**src/rtl/stim_stream_driver.sv**
```systemverilog
// Stream stimulus driver: fetches samples from a sync-read memory into a 2-entry FWFT source port,
// shapes source gaps and sink back-pressure, and counts/checksums sink writes.
module stim_stream_driver #(
    parameter int DWIDTH    = 16,
    parameter int AWIDTH    = 15,
    parameter int OUT_WIDTH = 32
) (
    input  logic                 clk,
    input  logic                 rst,
    input  logic                 start,
    input  logic                 stop,
    input  logic [AWIDTH:0]      len,
    input  logic                 loop,
    input  logic [7:0]           gap_period,
    input  logic [7:0]           gap_len,
    input  logic [7:0]           full_period,
    input  logic [7:0]           full_len,
    output logic                 mem_rden,
    output logic [AWIDTH-1:0]    mem_addr,
    input  logic [DWIDTH-1:0]    mem_data,
    output logic                 src_fifo_empty,
    input  logic                 src_fifo_rden,
    output logic [OUT_WIDTH-1:0] src_fifo_data,
    output logic                 sink_fifo_full,
    input  logic                 sink_fifo_wren,
    input  logic [OUT_WIDTH-1:0] sink_fifo_data,
    output logic                 busy,
    output logic                 done,
    output logic [31:0]          words_sent,
    output logic [31:0]          words_recv,
    output logic [31:0]          sink_checksum,
    output logic [1:0]           err
);

    typedef enum logic [1:0] {IDLE, RUN, DONE} state_t;

    localparam logic [AWIDTH-1:0] ADDR_ONE = 1;
    localparam logic [AWIDTH:0]   CNT_ONE  = 1;

    function automatic logic [7:0] clamp_len(input logic [7:0] period, input logic [7:0] plen);
        if (period == 8'd0) return 8'd0;
        if (plen >= period) return period - 8'd1;
        return plen;
    endfunction

    function automatic logic phase_active(input logic [7:0] phase, input logic [7:0] period,
                                          input logic [7:0] eff_len);
        return (eff_len != 8'd0) && (phase >= period - eff_len);
    endfunction

    function automatic logic [7:0] next_phase(input logic [7:0] phase, input logic [7:0] period);
        if (period == 8'd0) return 8'd0;
        return (phase == period - 8'd1) ? 8'd0 : phase + 8'd1;
    endfunction

    function automatic logic [31:0] rotl_xor(input logic [31:0] sum, input logic [31:0] word);
        return {sum[30:0], sum[31]} ^ word;
    endfunction

    state_t            state;
    logic [AWIDTH:0]   len_q;
    logic              loop_q;
    logic [7:0]        gap_period_q, gap_len_q, full_period_q, full_len_q;
    logic [7:0]        gap_phase, full_phase;
    logic [AWIDTH:0]   fetched;
    logic              rd_vld_p1;
    logic [1:0]        occ;
    logic              wr_ptr, rd_ptr;
    logic [DWIDTH-1:0] fifo_buf [2];

    logic run, gap_active, full_active, pop, wr_acc, budget_ok, addr_wrap;

    assign run         = (state == RUN);
    assign busy        = run;
    assign done        = (state == DONE);
    assign gap_active  = phase_active(gap_phase, gap_period_q, gap_len_q);
    assign full_active = phase_active(full_phase, full_period_q, full_len_q);

    assign src_fifo_empty = !run || (occ == 2'd0) || gap_active;
    assign src_fifo_data  = (occ != 2'd0) ? OUT_WIDTH'(fifo_buf[rd_ptr]) : '0;
    assign pop            = src_fifo_rden && !src_fifo_empty;

    assign sink_fifo_full = run && full_active;
    assign wr_acc         = sink_fifo_wren && !sink_fifo_full;

    // A pop in the same cycle frees a slot, which keeps one read per cycle in flight.
    assign budget_ok = loop_q || (fetched < len_q);
    assign mem_rden  = run && budget_ok &&
                       (({1'b0, occ} + {2'b00, rd_vld_p1}) < (3'd2 + {2'b00, pop}));
    assign addr_wrap = loop_q && (({1'b0, mem_addr} + CNT_ONE) == len_q);

    // Stage p0 -> p1: control, fetch address and read-valid tracking
    always_ff @(posedge clk) begin
        if (rst) begin
            state         <= IDLE;
            len_q         <= '0;
            loop_q        <= 1'b0;
            gap_period_q  <= '0;
            gap_len_q     <= '0;
            full_period_q <= '0;
            full_len_q    <= '0;
            gap_phase     <= '0;
            full_phase    <= '0;
            fetched       <= '0;
            mem_addr      <= '0;
            rd_vld_p1     <= 1'b0;
            occ           <= '0;
            wr_ptr        <= 1'b0;
            rd_ptr        <= 1'b0;
            words_sent    <= '0;
            words_recv    <= '0;
            sink_checksum <= '0;
            err           <= '0;
        end else begin
            if (wr_acc) begin
                words_recv    <= words_recv + 32'd1;
                sink_checksum <= rotl_xor(sink_checksum, 32'(sink_fifo_data));
            end
            if (src_fifo_rden && src_fifo_empty) err[0] <= 1'b1;
            if (sink_fifo_wren && sink_fifo_full) err[1] <= 1'b1;

            case (state)
                IDLE, DONE: begin
                    if (start) begin
                        len_q         <= len;
                        loop_q        <= loop;
                        gap_period_q  <= gap_period;
                        gap_len_q     <= clamp_len(gap_period, gap_len);
                        full_period_q <= full_period;
                        full_len_q    <= clamp_len(full_period, full_len);
                        gap_phase     <= '0;
                        full_phase    <= '0;
                        fetched       <= '0;
                        mem_addr      <= '0;
                        rd_vld_p1     <= 1'b0;
                        occ           <= '0;
                        wr_ptr        <= 1'b0;
                        rd_ptr        <= 1'b0;
                        words_sent    <= '0;
                        words_recv    <= '0;
                        sink_checksum <= '0;
                        err           <= '0;
                        state         <= (len == '0) ? DONE : RUN;
                    end
                end
                RUN: begin
                    gap_phase  <= next_phase(gap_phase, gap_period_q);
                    full_phase <= next_phase(full_phase, full_period_q);
                    if (mem_rden) begin
                        mem_addr <= addr_wrap ? '0 : mem_addr + ADDR_ONE;
                        if (!loop_q) fetched <= fetched + CNT_ONE;
                    end
                    rd_vld_p1 <= mem_rden;
                    if (rd_vld_p1) wr_ptr <= ~wr_ptr;
                    occ <= occ + {1'b0, rd_vld_p1} - {1'b0, pop};
                    if (pop) begin
                        rd_ptr     <= ~rd_ptr;
                        words_sent <= words_sent + 32'd1;
                    end
                    // Ending the run drops reads still in flight along with buffered words.
                    if (stop || (pop && !loop_q && (words_sent + 32'd1 == 32'(len_q)))) begin
                        state     <= DONE;
                        rd_vld_p1 <= 1'b0;
                        occ       <= '0;
                    end
                end
                default: state <= IDLE;
            endcase
        end
    end

    // Stage p1 -> p2: returned memory word lands in the prefetch buffer
    always_ff @(posedge clk) begin
        if (rd_vld_p1) fifo_buf[wr_ptr] <= mem_data;
    end

endmodule

```
**config.mk**
```make
export PLATFORM = sky130hd
export DESIGN_NAME = stim_stream_driver
export DESIGN_NICKNAME = d
export VERILOG_FILES = /design/src/rtl/stim_stream_driver.sv
export SDC_FILE = /design/constraint.sdc
export NUM_CORES = 1
export LEC_CHECK = 0
export BUFFER_PORTS_ARGS = -buffer_cell sky130_fd_sc_hd__buf_2
export CAP_MARGIN = 20
export CORE_UTILIZATION = 35
export DETAILED_ROUTE_END_ITERATION = 10
export PLACE_DENSITY = 0.55
export SYNTH_ARGS = -nofsm -noshare
export SYNTH_HDL_FRONTEND = slang
export SYNTH_SLANG_ARGS = --single-unit
export TNS_END_PERCENT = 1
```
**constraint.sdc**
```tcl
create_clock -name clk -period 9.93 [get_ports clk]
set_input_delay 1.986 -clock clk [delete_from_list [all_inputs] [get_ports clk]]
set_output_delay 1.986 -clock clk [all_outputs]
set_load 0.05 [all_outputs]
```
# Yosys cells after proc, flatten, opt, wreduce, memory -nomap -nowiden
# Memory sizes are Yosys's and may differ from the RTL's. A register that Yosys moved wholly into a read port is not among the register bits.
# Cells that the tools add are included.
# op_classes
n_addsub	17
n_lt_le_gt_ge	6
n_eq_ne	12
muxes	81
bitwise_logic	3
n_reduce_logical	39
# op_table
cell	n
$mux W32	8
$mux W8	15
$add A32 B1 Y32 const B	2
$mux W16	4
$pmux W32 S2	1
$mux W15	3
$mux W1	34
$eq A32 B16 Y1	1
$ge A8 B8 Y1	4
$logic_not A8 Y1	4
$pmux W16 S2	1
$pmux W8 S2	2
$sub A8 B1 Y8 const B	4
$xor A32 B32 Y32	1
$pmux W15 S2	1
$add A15 B1 Y16 const B	1
$add A16 B1 Y16 const B	1
$add A8 B1 Y8 const B	2
$eq A16 B16 Y1	1
$eq A8 B8 Y1	2
$logic_not A16 Y1	1
$lt A16 B16 Y1	1
$reduce_bool A8 Y1	2
$sub A8 B8 Y8	2
other kinds (23)	60
# word_totals
reg_bits	201
ram_bits	32
in_bits	103
out_inout_bits	150
elab_cells	178
n_memories	1
# mem_list
memory	words	word_bits	rd	rd_ports_with_merged_regs	write_ports	line_no	text
fifo_buf	2	16	1	1	1	69	logic [DWIDTH-1:0] fifo_buf [2];

# Logic depth before layout (Yosys ltp)
# logic_depth
depth_word	11
depth_mapped	25
mapped_depth_nobuf	24

# Worst setup path after synthesis
# No wires, ideal clock.
# synth_path
path_kind	reg-to-output
from	register gap_period_q[0]
to	output port src_fifo_empty
t_arrival_ns	3.333
t_required_ns	7.944
setup_slack_ns	4.611
path_stages_with_launch	16
path_buffers	0
cell_sequence	dfxtp_1 inv_1 ha_1 inv_1 fa_1 nand2_1 nand2_1 a21oi_1 o21bai_1 a21oi_1 xor2_1 ha_1 o21a_1 o21a_1 o21ai_0 o21ai_0
# synth_between
elab_chain_len	4
# synth_rtl
element	line_no	text
from (decl)	63	logic [7:0] gap_period_q, gap_len_q, full_period_q, full_len_q;
from (signal assigned)	127	gap_period_q <= gap_period;
$sub A8 B8 Y8	48	return (eff_len != 8'd0) && (phase >= period - eff_len);
$ge A8 B8 Y1	48	
$logic_and A1 B1 Y1	48	
$logic_or A1 B1 Y1	79	assign src_fifo_empty = !run || (occ == 2'd0) || gap_active;
to (decl)	21	output logic src_fifo_empty,
# No other way between the ends.

# Worst setup path in the final report
# layout_path
from	register gap_period_q[0]
to	output port mem_rden
# layout_between
elab_chain_len	9
# layout_rtl
element	line_no	text
$sub A8 B8 Y8	48	
$ge A8 B8 Y1	48	
$logic_and A1 B1 Y1	48	
$logic_or A1 B1 Y1	79	
$logic_not A1 Y1	81	assign pop = src_fifo_rden && !src_fifo_empty;
$logic_and A1 B1 Y1	81	
$add A2 B1 Y3	89	(({1'b0, occ} + {2'b00, rd_vld_p1}) < (3'd2 + {2'b00, pop}));
$lt A3 B3 Y1	89	
$logic_and A1 B1 Y1	88	assign mem_rden = run && budget_ok &&
to (decl)	18	output logic mem_rden,
# No other way between the ends.

==> impl_results.rst <==
.. list-table::
   :header-rows: 1

   * - Metric
     - Value
   * - Max VDD drop
     - 0.0001064 V
   * - Slowest Stage Delay on Critical Path
     - 400 ps
   * - Clock skew
     - 15.32 ps
   * - Gp weighted congestion
     - 0.9016
   * - Worst min-delay path class
     - flop to flop
   * - Antenna violations before repair
     - 0
   * - Warnings, synthesis
     - 0
   * - Wire length of the first global-routing pass
     - 64,250 um
   * - Leading cell types by total area after synthesis
     - dfxtp_1 (29%), xnor2_1 (6.9%), edfxtp_1 (6.8%), ha_1 (6.7%), a21oi_1 (5.4%)
   * - Cell area after technology mapping
     - 14,060 um2
   * - Total wirelength of the detailed-routed design
     - 40,100 um
   * - Top cells by instance count after synthesis
     - dfxtp_1 (202), nor2_1 (162), nand2_1 (154)
   * - Most frequently used cell type in the post-synthesis netlist
     - dfxtp_1
   * - Worst EP arrival
     - 4150 ps
   * - Average detailed-routed wire length per instance
     - 16.26 um
   * - GRT Resource Usage Total
     - 0.1912
   * - Max frequency
     - 0.1629 GHz
   * - LEAKAGE
     - 6.737 nW
   * - Mapped Avg Cell Area
     - 8.162 um2
   * - Setup TNS after final layout
     - 0 ps
   * - R2R depth
     - 19
   * - CTS buffer count
     - 29
   * - Synthesized instance count
     - 1,723
   * - Row count
     - 73
   * - Cell count of the worst hold path
     - 2
   * - Global route overflow
     - 0
   * - Power density relative to cell area
     - 150.7 nW/um2
   * - CP dominant cell by count
     - a21oi_1
   * - FF-to-FF setup slack
     - 5210 ps
   * - Total of fill cells in the finished design
     - 4,069
   * - Data required time at the worst endpoint
     - 7940 ps
   * - Critical setup path kind
     - flop to output pin
   * - Die Footprint
     - 40,990 um2
   * - DRC violation count after routing
     - 0
   * - Critical register-to-register path endpoint
     - words_sent[27]$_SDFFE_PP0N_
   * - CTS tree
     - built
   * - Finished Core Util
     - 0.4187
   * - HPWL after detailed placement
     - 28,890 um
   * - Initial core utilization
     - 0.3548
   * - CP Capture Type
     - output pin
   * - Multi-input combinational cell area
     - 8294 um2
   * - Worst rel slew slack
     - 0.2838
   * - Min Clock Period, post-route
     - 6138 ps
   * - Number of levels the H-tree was split into
     - 1
   * - Ratio of final minimum period to clock period
     - 0.6181
   * - I/O pin count
     - 253
   * - Cell class contributing the biggest share of worst-path delay
     - compound AO/OA/AOI/OAI gates
   * - Final hold viol count
     - 0
   * - Number of setup buffers added after CTS
     - 0
   * - Power, Total
     - 0.002501 W
   * - Crit Reg-Reg Startpoint
     - gap_period_q[2]$_SDFFE_PP0P_
   * - Series of cell instances along the critical path
     - inv_1, ha_1, inv_1, fa_1, nand2_1, nand2_1, a21oi_1, o21bai_1, a21oi_1, xor2_1, ha_1, o21a_1, o21a_1, o21ai_0, nand3_1, a21oi_1, o22ai_1, buf_4, clkinv_1, buf_2
   * - DRT iter0 DRCs
     - 656
   * - Number of global-route vias before repair
     - 12,016
   * - Insertion delay to the later sink of the worst-skew pair
     - 540 ps
   * - Run status
     - finished clean
   * - Final Non-Filler Cells
     - 2,467
   * - Total number of vias
     - 12,868
   * - Core area
     - 39,640 um2
   * - Post-synthesis cell type count
     - 68
   * - Sinks on the clock net
     - 234
   * - Detail Route Antenna Nets
     - 0
   * - CTS Root Cell
     - clkbuf_16
   * - Cell type contributing the most total cell area after synthesis
     - dfxtp_1
   * - Vias per inst
     - 5.216
   * - Number of flops mapped to enable cells by yosys
     - 32
   * - Pins Over Slew Limit
     - 0
   * - Share of flip-flops with an asynchronous set or reset after synthesis
     - 0
   * - Setup repair after global routing missed its margin
     - no
   * - Hold Buf Count CTS
     - 0
   * - First-pass DRT Iterations
     - 6
   * - Maximum fanout encountered on the critical timing path
     - 13
   * - Endpoint with the worst hold slack
     - err[1]$_SDFF_PP0_
   * - Measured slew at the worst slew-check pin
     - 1073 ps
   * - Prevailing post-synth register cell
     - dfxtp_1
   * - Chip Height
     - 202.5 um
   * - Kind of launch point of the worst setup path
     - flop
   * - Post-CTS sizing
     - 0
   * - Number of buffers on the longest clock path
     - 3
   * - Sequential share of the synthesized area
     - 0.3559
   * - Combined buffer and inverter count along the critical path
     - 5
   * - Final layout net count
     - 2,100
   * - Die X
     - 202.5 um
   * - Maximum Capacitance Violations
     - 0
   * - Buffers added on ports
     - 236
   * - Placed Cells
     - 2,413
   * - Area overhead of the layout relative to synthesis
     - 18.02%
   * - Fraction of final layout cells sized beyond drive strength 1
     - 0.1627
   * - Largest net degree at the start of global routing
     - 89
   * - Startpoint of the worst hold path
     - err[1]$_SDFF_PP0_
   * - Setup-failing EPs final
     - 0
   * - Clock-pin slew of the registers on the worst-case setup and hold paths
     - 60 ps
   * - Flip-flop and latch count after synthesis
     - 234
   * - Number of diodes
     - 0
   * - Slowest stage cell, crit path
     - fa_1
   * - Portion of synthesized cell area occupied by the leading cell type
     - 0.2875
   * - Total area of sequential cells
     - 5005 um2
[worst reg2reg max path: stages (launching register included)]
cell,delay [ps]
dfxtp_1,480
ha_1,320
inv_1,60
o21ai_0,120
and2_1,180
o21ai_0,150
nand2b_1,110
a21o_1,180
a21oi_1,180
xnor2_1,100
ha_1,290
nand2_1,60
and4_1,180
o21ai_1,100
and2_1,150
buf_4,290
inv_1,350
nor2_2,930
o21ai_0,240
a21oi_1,160
[cell families (layout without fill, tap and decap cells)]
logic type | Yosys count | after routing | synth area share
AND/OR/NAND/NOR | 621 | 621 | 0.2189
AO/OA/AOI/OAI | 405 | 405 | 0.1768
flip-flops | 234 | 234 | 0.3559
buffers and inverters | 201 | 405 | 0.06023
XOR/XNOR | 144 | 144 | 0.08968
adder cells (fa/ha/maj) | 77 | 77 | 0.06957
multiplexers | 40 | 40 | 0.02865
other | 1 | 16 | 0.0002666
[cells in the final DEF, fill, tap and decap left out, types with 11 or more instances in the layout]
cell	synthesis	routed
mux2i_1	38	38
nor2b_1	12	11
xnor2_1	111	111
clkbuf_16	0	29
ha_1	75	75
nand2_1	154	153
a31oi_1	15	15
nor4_1	27	27
o21ai_0	71	71
a211oi_1	35	35
and2_1	15	15
and3_1	26	26
or3_1	32	32
a21oi_1	153	152
buf_2	8	235
a21o_1	23	23
buf_4	22	18
dfxtp_1	202	202
xor2_1	33	33
nor3_1	35	35
nor2_1	162	161
nor3b_1	13	13
conb_1	1	16
o211ai_1	11	11
nand2b_1	15	14
inv_1	96	96
nand3_1	59	59
o31ai_1	15	15
edfxtp_1	32	32
nand4_1	31	31
o22ai_1	22	22
or4_1	13	13
[per-layer routing]
layer,global-route usage,share of wire,vias to the layer above
li1,-,-,6509
met1,0.2597,0.46,6021
met2,0.3205,0.47,297
met3,0.02552,0.048,41
met4,0.04350,0.016,0
met5,0,0,-
[power breakdown]
| part | internal [W] | switching (W) | leakage [nW] |
|---|---|---|---|
| clock network | 0.000653 | 0.000421 | 0.463 |
| logic | 0.000154 | 0.000251 | 4.34 |
| registers | 0.000988 | 0.0000342 | 1.93 |
[area by class of cell]
cell class / instances / share of cell area
repair buffers: 253 / 0.07900
multi-input cells: 1303 / 0.4997
inverters: 99 / 0.02239
well taps: 525 / 0.03958
flip-flops and latches: 234 / 0.3015
clock buffers: 38 / 0.04697
clock inverters: 15 / 0.01078
[sequential cells by signal, indices dropped and copies added (netlist names), 8 cells and up, named ones only]
signal	flops
fifo_buf	32
sink_checksum	32
words_recv	32
words_sent	32
fetched	16
len_q	16
mem_addr	15
full_len_q	8
full_period_q	8
full_phase	8
gap_len_q	8
gap_period_q	8
gap_phase	8
[how the worst max path moves through the flow]
stage	cells past startpoint	startpoint	to
after floorplan	15	gap_period_q[0]$_SDFFE_PP0P_	src_fifo_empty
after global placement	20	gap_period_q[0]$_SDFFE_PP0P_	mem_rden
after detailed placement	20	gap_period_q[0]$_SDFFE_PP0P_	mem_rden
after CTS	20	gap_period_q[0]$_SDFFE_PP0P_	mem_rden
after global routing	20	gap_period_q[0]$_SDFFE_PP0P_	mem_rden
final	20	gap_period_q[0]$_SDFFE_PP0P_	mem_rden
[per-stage QoR]
stage	setup slack, ps	area [um2]	hold slack (ps)
6_report	3792	16600	471.4
5_1_grt	3325	16600	498.6
4_1_cts	3742	16590	476.1
3_5_place_dp	4335	15630	460.8
3_3_place_gp	4399	15630	449.2
2_1_floorplan	4611	14120	451.6
Note: power is estimated with default switching activity, not from simulation.
